## src/rtl/uart_rx_pkg.sv

```systemverilog
// Shared state encoding and line constants for the uart_byte_rx deframer.
package uart_rx_pkg;

  typedef enum logic [2:0] {
    IDLE,
    DATA,
    PARITY,
    STOP,
    WAIT_IDLE
  } rx_state_t;

  localparam int   DEF_DATA_BITS = 8;
  localparam logic LINE_IDLE     = 1'b1;

endpackage

```

## src/rtl/uart_byte_rx.sv

```systemverilog
// UART byte deframer fed by the oversampler's decided-bit strobe; one-entry holding register.
// Optional parity bit between data and stop is enabled by defining UART_RX_PARITY_EN.
module uart_byte_rx
  import uart_rx_pkg::*;
#(
  parameter int DATA_BITS  = DEF_DATA_BITS,
  parameter int PARITY_ODD = 0
) (
  input  logic                 clk,
  input  logic                 rst,
  input  logic                 bit_in,
  input  logic                 bit_stb,
  output logic [DATA_BITS-1:0] rx_data,
  output logic                 rx_valid,
  input  logic                 rx_ready,
  output logic                 frame_err,
  output logic                 overrun,
  output logic                 busy
);

  localparam logic [3:0] LAST_BIT = 4'(DATA_BITS - 1);

  if (DATA_BITS < 5 || DATA_BITS > 8 || PARITY_ODD < 0 || PARITY_ODD > 1) begin : g_bad_param
    $error("uart_byte_rx: DATA_BITS must be 5..8 and PARITY_ODD 0 or 1");
  end

  rx_state_t            r_state;
  rx_state_t            w_state_nxt;
  logic [3:0]           r_cnt;
  logic [DATA_BITS-1:0] r_shift;
  logic [DATA_BITS-1:0] r_data;
  logic                 r_valid;
  logic                 r_ferr;
  logic                 r_ovr;
  logic                 w_shift_en;
  logic                 w_cnt_clr;
  logic                 w_good;
  logic                 w_ferr;
`ifdef UART_RX_PARITY_EN
  logic                 r_par_err;
  logic                 w_par_chk;
  logic                 w_par_exp;

  assign w_par_exp = (^r_shift) ^ (PARITY_ODD != 0);
`endif

  always_comb begin
    w_state_nxt = r_state;
    w_shift_en  = 1'b0;
    w_cnt_clr   = 1'b0;
    w_good      = 1'b0;
    w_ferr      = 1'b0;
`ifdef UART_RX_PARITY_EN
    w_par_chk   = 1'b0;
`endif
    if (bit_stb) begin
      unique case (r_state)
        IDLE: begin
          if (bit_in != LINE_IDLE) begin
            w_cnt_clr   = 1'b1;
            w_state_nxt = DATA;
          end
        end
        DATA: begin
          w_shift_en = 1'b1;
          if (r_cnt == LAST_BIT) begin
`ifdef UART_RX_PARITY_EN
            w_state_nxt = PARITY;
`else
            w_state_nxt = STOP;
`endif
          end
        end
`ifdef UART_RX_PARITY_EN
        PARITY: begin
          w_par_chk   = 1'b1;
          w_state_nxt = STOP;
        end
`endif
        STOP: begin
          if (bit_in == LINE_IDLE) begin
            w_state_nxt = IDLE;
`ifdef UART_RX_PARITY_EN
            // Bad parity is still framed to the stop bit, then dropped.
            w_ferr = r_par_err;
            w_good = !r_par_err;
`else
            w_good = 1'b1;
`endif
          end else begin
            w_ferr      = 1'b1;
            w_state_nxt = WAIT_IDLE;
          end
        end
        WAIT_IDLE: begin
          if (bit_in == LINE_IDLE) w_state_nxt = IDLE;
        end
        default: w_state_nxt = IDLE;
      endcase
    end
  end

  always_ff @(posedge clk or posedge rst) begin
    if (rst) begin
      r_state <= IDLE;
      r_cnt   <= '0;
      r_shift <= '0;
    end else begin
      r_state <= w_state_nxt;
      if (w_cnt_clr) begin
        r_cnt <= '0;
      end else if (w_shift_en) begin
        r_cnt   <= r_cnt + 4'd1;
        r_shift <= {bit_in, r_shift[DATA_BITS-1:1]};
      end
    end
  end

`ifdef UART_RX_PARITY_EN
  always_ff @(posedge clk or posedge rst) begin
    if (rst) begin
      r_par_err <= 1'b0;
    end else if (w_cnt_clr) begin
      r_par_err <= 1'b0;
    end else if (w_par_chk) begin
      r_par_err <= (bit_in != w_par_exp);
    end
  end
`endif

  // A new good byte takes priority over a same-cycle drain.
  always_ff @(posedge clk or posedge rst) begin
    if (rst) begin
      r_data  <= '0;
      r_valid <= 1'b0;
      r_ferr  <= 1'b0;
      r_ovr   <= 1'b0;
    end else begin
      r_ferr <= w_ferr;
      r_ovr  <= 1'b0;
      if (w_good && (!r_valid || rx_ready)) begin
        r_data  <= r_shift;
        r_valid <= 1'b1;
      end else begin
        if (w_good) r_ovr <= 1'b1;
        if (r_valid && rx_ready) r_valid <= 1'b0;
      end
    end
  end

  assign rx_data   = r_data;
  assign rx_valid  = r_valid;
  assign frame_err = r_ferr;
  assign overrun   = r_ovr;
  assign busy      = (r_state != IDLE);

endmodule

```

## config.mk

```make
export PLATFORM = sky130hd
export DESIGN_NAME = uart_byte_rx
export DESIGN_NICKNAME = d
export VERILOG_FILES = /design/src/rtl/uart_rx_pkg.sv /design/src/rtl/uart_byte_rx.sv
export SDC_FILE = /design/constraint.sdc
export NUM_CORES = 1
export LEC_CHECK = 0
export ABC_AREA = 1
export ABC_CLOCK_PERIOD_IN_PS = 1350
export BUFFER_PORTS_ARGS = -buffer_cell sky130_fd_sc_hd__buf_2
export CAP_MARGIN = 20
export CORE_MARGIN = 4
export CORE_UTILIZATION = 45
export DETAILED_ROUTE_END_ITERATION = 12
export GPL_TIMING_DRIVEN = 0
export PLACE_DENSITY = 0.65
export SLEW_MARGIN = 20
export SYNTH_ARGS = -nofsm -noshare
export SYNTH_HDL_FRONTEND = slang
export SYNTH_SLANG_ARGS = --single-unit
```

## constraint.sdc

```tcl
create_clock -name clk -period 1.35 [get_ports clk]
set_input_delay 0.135 -clock clk [delete_from_list [all_inputs] [get_ports clk]]
set_output_delay 0.135 -clock clk [all_outputs]
set_load 0.005 [all_outputs]
```

==> results of run 1 <==
report_power, final:
group	internal (mW)	leakage, nW	switching, mW
Sequential	1.04	0.346	0.186
Clock	0.165	0.0210	0.216
Combinational	0.379	0.346	0.495
layout make-up:
type	count	area, µm²	area share
Multi-Input combinational cell	75	403	0.305
Buffer	3	27.5	0.0208
Timing Repair Buffer	18	97.6	0.0739
Inverter	19	71.3	0.0540
Clock buffer	4	36.3	0.0275
Sequential cell	26	651	0.492
Tap cell	28	35.0	0.0265
tightest hold or removal path: stages:
cell,delay (ps)
buf_2,120
inv_1,60
o21ai_0,90
registers in the layout, indices dropped and copies added, names as in the netlist:
name / flops
r_shift: 8
rx_valid: 1
rx_data: 8
r_cnt: 4
r_state: 3
overrun: 1
frame_err: 1
worst max-delay path by stage:
stage                                      start              endpoint  slack, ps  depth (start not counted)
after floorplan           r_state[2]$_DFFE_PP0P_  r_cnt[3]$_DFFE_PP0P_        200                          9
final                     r_state[1]$_DFFE_PP0P_                  busy         30                          3
after CTS                 r_state[1]$_DFFE_PP0P_                  busy         20                          3
after global placement    r_state[2]$_DFFE_PP0P_  r_cnt[3]$_DFFE_PP0P_        100                          9
after global routing      r_state[2]$_DFFE_PP0P_  r_cnt[1]$_DFFE_PP0P_        -40                          9
after detailed placement  r_state[2]$_DFFE_PP0P_  r_cnt[3]$_DFFE_PP0P_         70                          9
cells by family (layout without fill, tap and decap cells):
family	Yosys count	count (layout)	synth area share
buffers and inverters	22	44	0.0865
and+or+nand+nor	54	54	0.214
DFF	26	26	0.570
xor gates and xnor gates	1	1	0.00767
AOI/OAI and AO/OA	18	18	0.103
adders and majority gates	1	1	0.0110
muxes	1	1	0.00876
metal layers:
metal	up-vias	GRT usage	wire length (µm)
met3	2	0.0241	81
met2	10	0.191	871
li1	429	-	-
met5	-	0	0
met4	0	0.0596	18
met1	383	0.177	990
what timing repair did:
action | in CTS | in global routing
gates resized for setup | 0 | 5
endpoints found under the setup margin | 0 | 13
hold buffers | 0 | 1
setup buffers | 0 | 1
hold endpoints to repair | 0 | 26
cells in the final DEF, fill, tap and decap left out, drive strengths merged, types with 3 or more instances in the layout:
cell,synthesis,routed
buf,3,20
clkbuf,0,4
dfrtp,26,26
inv,19,18
nand2,37,37
nand3,8,8
nand4,3,3
nor2,5,5
o21ai,16,16
==> impl_results.md, run 1 <==
- Leakage: 0.712 nW
- Max cap viols: 0
- Cell Area, Placed: 1260 µm²
- Post-DRT Antenna Nets: 0
- WHS Path Cells: 3
- Buffers on Ports: 16
- GRT Resource Usage Total: 0.127
- FF-to-FF path depth: 9
- Tcrit/Tclk final: 0.977
- Core ar.: 2320 µm²
- Worst path cell trace: nor2_1 > nand2_1 > buf_2
- Final worst slack: 31.1 ps
- GP Congestion: 0.784
- Final Max Tran Viols: 0
- R2r endpoint: r_cnt[3]$_DFFE_PP0P_
- Netlist Area Pre-Place: 1140 µm²
- Hold_ws: 124 ps
- CP Capture Type: output port
- Worst vdd ir: 1.02 mV
- Flop-to-flop setup slack: 60 ps
- First-pass GRT wire length: 3.32 mm
- Root buffer cell: clkbuf_4
- Vias in the first global route: 784
- Post-Synthesis Cells: 123
- Height of the die: 58.4 µm
- CP Class: reg2out
- DIE AREA: 3410 µm²
- Fraction of layout cells with a size suffix above 1: 0.255
- Top area cells in the synthesized netlist: dfrtp_1 (57%), nand2_1 (11%), inv_1 (6.2%), o21ai_2 (5.4%), o21ai_0 (3.9%)
- Largest net degree at the start of global routing: 27
- Critical path's slowest cell: dfrtp_1
- Crit path max fanout: 5
- Wirelength per Cell: 11.3 µm
- Hold EP: r_shift[7]$_DFFE_PP0P_
- Final net count: 152
- CTS Sinks: 26
- Number of synthesized flops with an enable pin: 0
- CTS tree: yes
- Setup WS pre-CTS: 70.8 ps
- Yosys reg bits: 26
- Filler cell count: 213
- Worst endpoint required time: 1220 ps
- DRC viols: 0
- Slew @ Worst Pin: 898 ps
- Total design power: 2.48 mW
- WL final: 1.96 mm
- Crit path launch type: register
- Hold Fails Final Rpt: 0
- Worst min-delay path startpoint: bit_in
- Yosys top cell by area: dfrtp_1
- CP peak stage delay: 460 ps
- DRT iter0 DRCs: 13
- Rows: 17
- Fin Clk Skew: 3.89 ps
- Starting Density: 0.493
- Die W: 58.4 µm
- Final setup viols: 0
- Final Cell Area: 1320 µm²
- CTS buffer count: 3
- Syn Nets: 129
- Sequential element share of the synthesized area: 0.570
- Vias per cell: 4.76
- Drt pass-1 iters: 4
- Synthesized area per cell: 9.29 µm²
- Antenna violations before repair: 0
- Max_slew headroom: 0.398
- Critical path arrival: 1180 ps
- Reg-to-reg startpoint: r_state[2]$_DFFE_PP0P_
- Final Core Density: 0.570
- Post-synth top cells: nand2_1 (34), dfrtp_1 (26), inv_1 (19), o21ai_0 (9)
- Yosys warnings: 0
- Status: finished clean
- RSZ-0062 raised after global routing: yes
- WP buf/inv: 1
- Yosys top cell area share: 0.570
- Cell variety after synth: 20
- FMAX: 758 MHz
- Delay-heaviest family, CP: flip-flops
- N_diodes: 0
- Layout area overhead: 15.7%
- Primary FF master, synth: dfrtp_1
- Pwr Density: 1880 nW/µm²
- Post-Layout Cell Count: 173
- I/O Pins: 17
- Placed Instances: 167
- Setup TNS: 0 ps
- Clk buf depth: 2
- Grt total ovfl: 0
- Htree depth: 1
- Synth async-reset ratio: 1.00
- Min cycle time layout: 1320 ps
- Vias: 824
- Min-delay worst type: in2reg
- Count leader, synth: nand2_1
- Clock transition at the registers of the reported paths: 130 ps
- Worst-Skew Late Latency: 310 ps
- HPWL after DPL: 1.40 mm
(Power assumes the default switching activity.)
==> run 2, diff against run 1 <==
--- a/config.mk
+++ b/config.mk
@@ -9,11 +9,11 @@
 export ABC_CLOCK_PERIOD_IN_PS = 1350
 export BUFFER_PORTS_ARGS = -buffer_cell sky130_fd_sc_hd__buf_2
 export CAP_MARGIN = 20
+export CORE_ASPECT_RATIO = 0.7
 export CORE_MARGIN = 4
-export CORE_UTILIZATION = 45
+export CORE_UTILIZATION = 40
 export DETAILED_ROUTE_END_ITERATION = 12
 export GPL_TIMING_DRIVEN = 0
-export PLACE_DENSITY = 0.65
 export SLEW_MARGIN = 20
 export SYNTH_ARGS = -nofsm -noshare
 export SYNTH_HDL_FRONTEND = slang
==> run 2 against run 1 <==
Combinational power rose by 4.6%; global-route usage fell by 0.64 points; cell area rose by 3.6%; largest power group unchanged; largest cell class unchanged.
==> impl_results.md, run 2 (synthesis results as in run 1) <==
- Worst-Skew Late Latency: 270 ps
- Layout area overhead: 19.8%
- Vias in the first global route: 781
- Hold EP: r_shift[7]$_DFFE_PP0P_
- R2r endpoint: r_cnt[3]$_DFFE_PP0P_
- Max cap viols: 0
- CP peak stage delay: 420 ps
- Root buffer cell: clkbuf_8
- Most frequent cells in the layout: nand2_1 (32), dfrtp_1 (26), buf_2 (18)
- Worst endpoint required time: 1510 ps
- Height of the die: 52.7 µm
- FF-to-FF path depth: 9
- Final Core Density: 0.529
- Critical path arrival: 1420 ps
- WL final: 2.05 mm
- Crit path launch type: register
- Final Max Tran Viols: 0
- Hold Fails Final Rpt: 0
- HPWL after DPL: 1.52 mm
- DRT iter0 DRCs: 39
- Drt pass-1 iters: 4
- First-pass GRT wire length: 3.47 mm
- Largest net degree at the start of global routing: 27
- Core ar.: 2590 µm²
- Delay-heaviest family, CP: simple AND/OR/NAND/NOR gates
- Slew @ Worst Pin: 884 ps
- Final Cell Area: 1370 µm²
- Cell Area, Placed: 1260 µm²
- CTS tree: yes
- Final net count: 153
- Buffers on Ports: 16
- Worst min-delay path startpoint: bit_in
- Grt total ovfl: 0
- Antenna violations before repair: 0
- Final setup viols: 0
- DIE AREA: 3790 µm²
- DRC viols: 0
- Min-delay worst type: in2reg
- Vias per cell: 4.68
- Fin Clk Skew: 9.86 ps
- Clk buf depth: 2
- RSZ-0062 raised after global routing: yes
- I/O Pins: 17
- Starting Density: 0.441
- Critical path's slowest cell: dfrtp_1
- FMAX: 792 MHz
- Tcrit/Tclk final: 0.935
- Reg-to-reg startpoint: r_state[2]$_DFFE_PP0P_
- CTS buffer count: 3
- Fraction of layout cells with a size suffix above 1: 0.288
- Hold_ws: 158 ps
- Crit path max fanout: 5
- Worst path cell trace: inv_2 > nand2_2 > nor2_2 > nand2_2 > buf_6 > nand2_4 > inv_2 > nand2_1 > nand2_1
- Die W: 71.9 µm
- Max_slew headroom: 0.407
- Most common cell after layout, fill and taps aside: nand2_1
- WHS Path Cells: 3
- CP Class: reg2reg
- N_diodes: 0
- Wirelength per Cell: 11.4 µm
- Worst vdd ir: 0.994 mV
- Pwr Density: 2030 nW/µm²
- Status: finished clean
- Min cycle time layout: 1260 ps
- Post-DRT Antenna Nets: 0
- Vias: 842
- CP Capture Type: register
- Clock transition at the registers of the reported paths: 90 ps
- Flop-to-flop setup slack: 90 ps
- Rows: 15
- Htree depth: 1
- CTS Sinks: 26
- Leakage: 0.729 nW
- GRT Resource Usage Total: 0.121
- WP buf/inv: 3
- GP Congestion: 0.752
## run 2: final cells by class
type                       instances  area (µm²)
buffer                             3        27.5
fill                             247        1220
clock inverter                     1        30.0
sequential                        26         651
multi-input combinational         75         403
clock buffer                       3        41.3
tap                               34        42.5
inverter                          19        71.3
timing repair buffer              19         103
## run 2: metrics by stage
stage               total power [mW]  TNS, ps  instances  worst slack, ps
floorplan                       1.82        0        123              203
global placement                2.06        0        173             91.1
detailed placement              2.10        0        173             77.6
CTS                             2.74        0        177             43.7
global route                    3.00    -21.0        180            -14.7
finish                          2.78        0        180             88.0
## run 2: tightest hold or removal path, delay by kind of cell
family                 cells  cell delay [ps]
buffers and inverters      2              180
AOI/OAI and AO/OA          1               80
## run 2: worst max-delay path by stage
stage                                       from                    to  slack [ps]  depth (start not counted)
after floorplan           r_state[2]$_DFFE_PP0P_  r_cnt[3]$_DFFE_PP0P_         200                          9
after global placement    r_state[2]$_DFFE_PP0P_  r_cnt[3]$_DFFE_PP0P_          90                          9
after detailed placement  r_state[2]$_DFFE_PP0P_  r_cnt[1]$_DFFE_PP0P_          80                          9
after CTS                 r_state[2]$_DFFE_PP0P_  r_cnt[3]$_DFFE_PP0P_          40                          9
after global routing      r_state[1]$_DFFE_PP0P_                  busy         -10                          3
final                     r_state[2]$_DFFE_PP0P_  r_cnt[3]$_DFFE_PP0P_          90                          9
## run 2: routing by layer
metal / up-vias / track usage / share of wire
met2: 14 / 0.188 / 0.43
met4: 0 / 0.0188 / 0.0034
met5: - / 0 / 0
met3: 2 / 0.0460 / 0.050
met1: 394 / 0.163 / 0.51
li1: 432 / - / -
## run 2: repair_timing
action | in CTS | in global routing
setup buffers | 0 | 1
endpoints found under the setup margin | 0 | 10
hold buffers | 0 | 1
resized for setup | 0 | 6
hold endpoints to repair | 0 | 15
## run 2: power by group
part	switching, mW	internal [mW]	total [mW]
sequential	0.188	1.04	1.23
combinational	0.522	0.392	0.914
clock	0.244	0.397	0.641
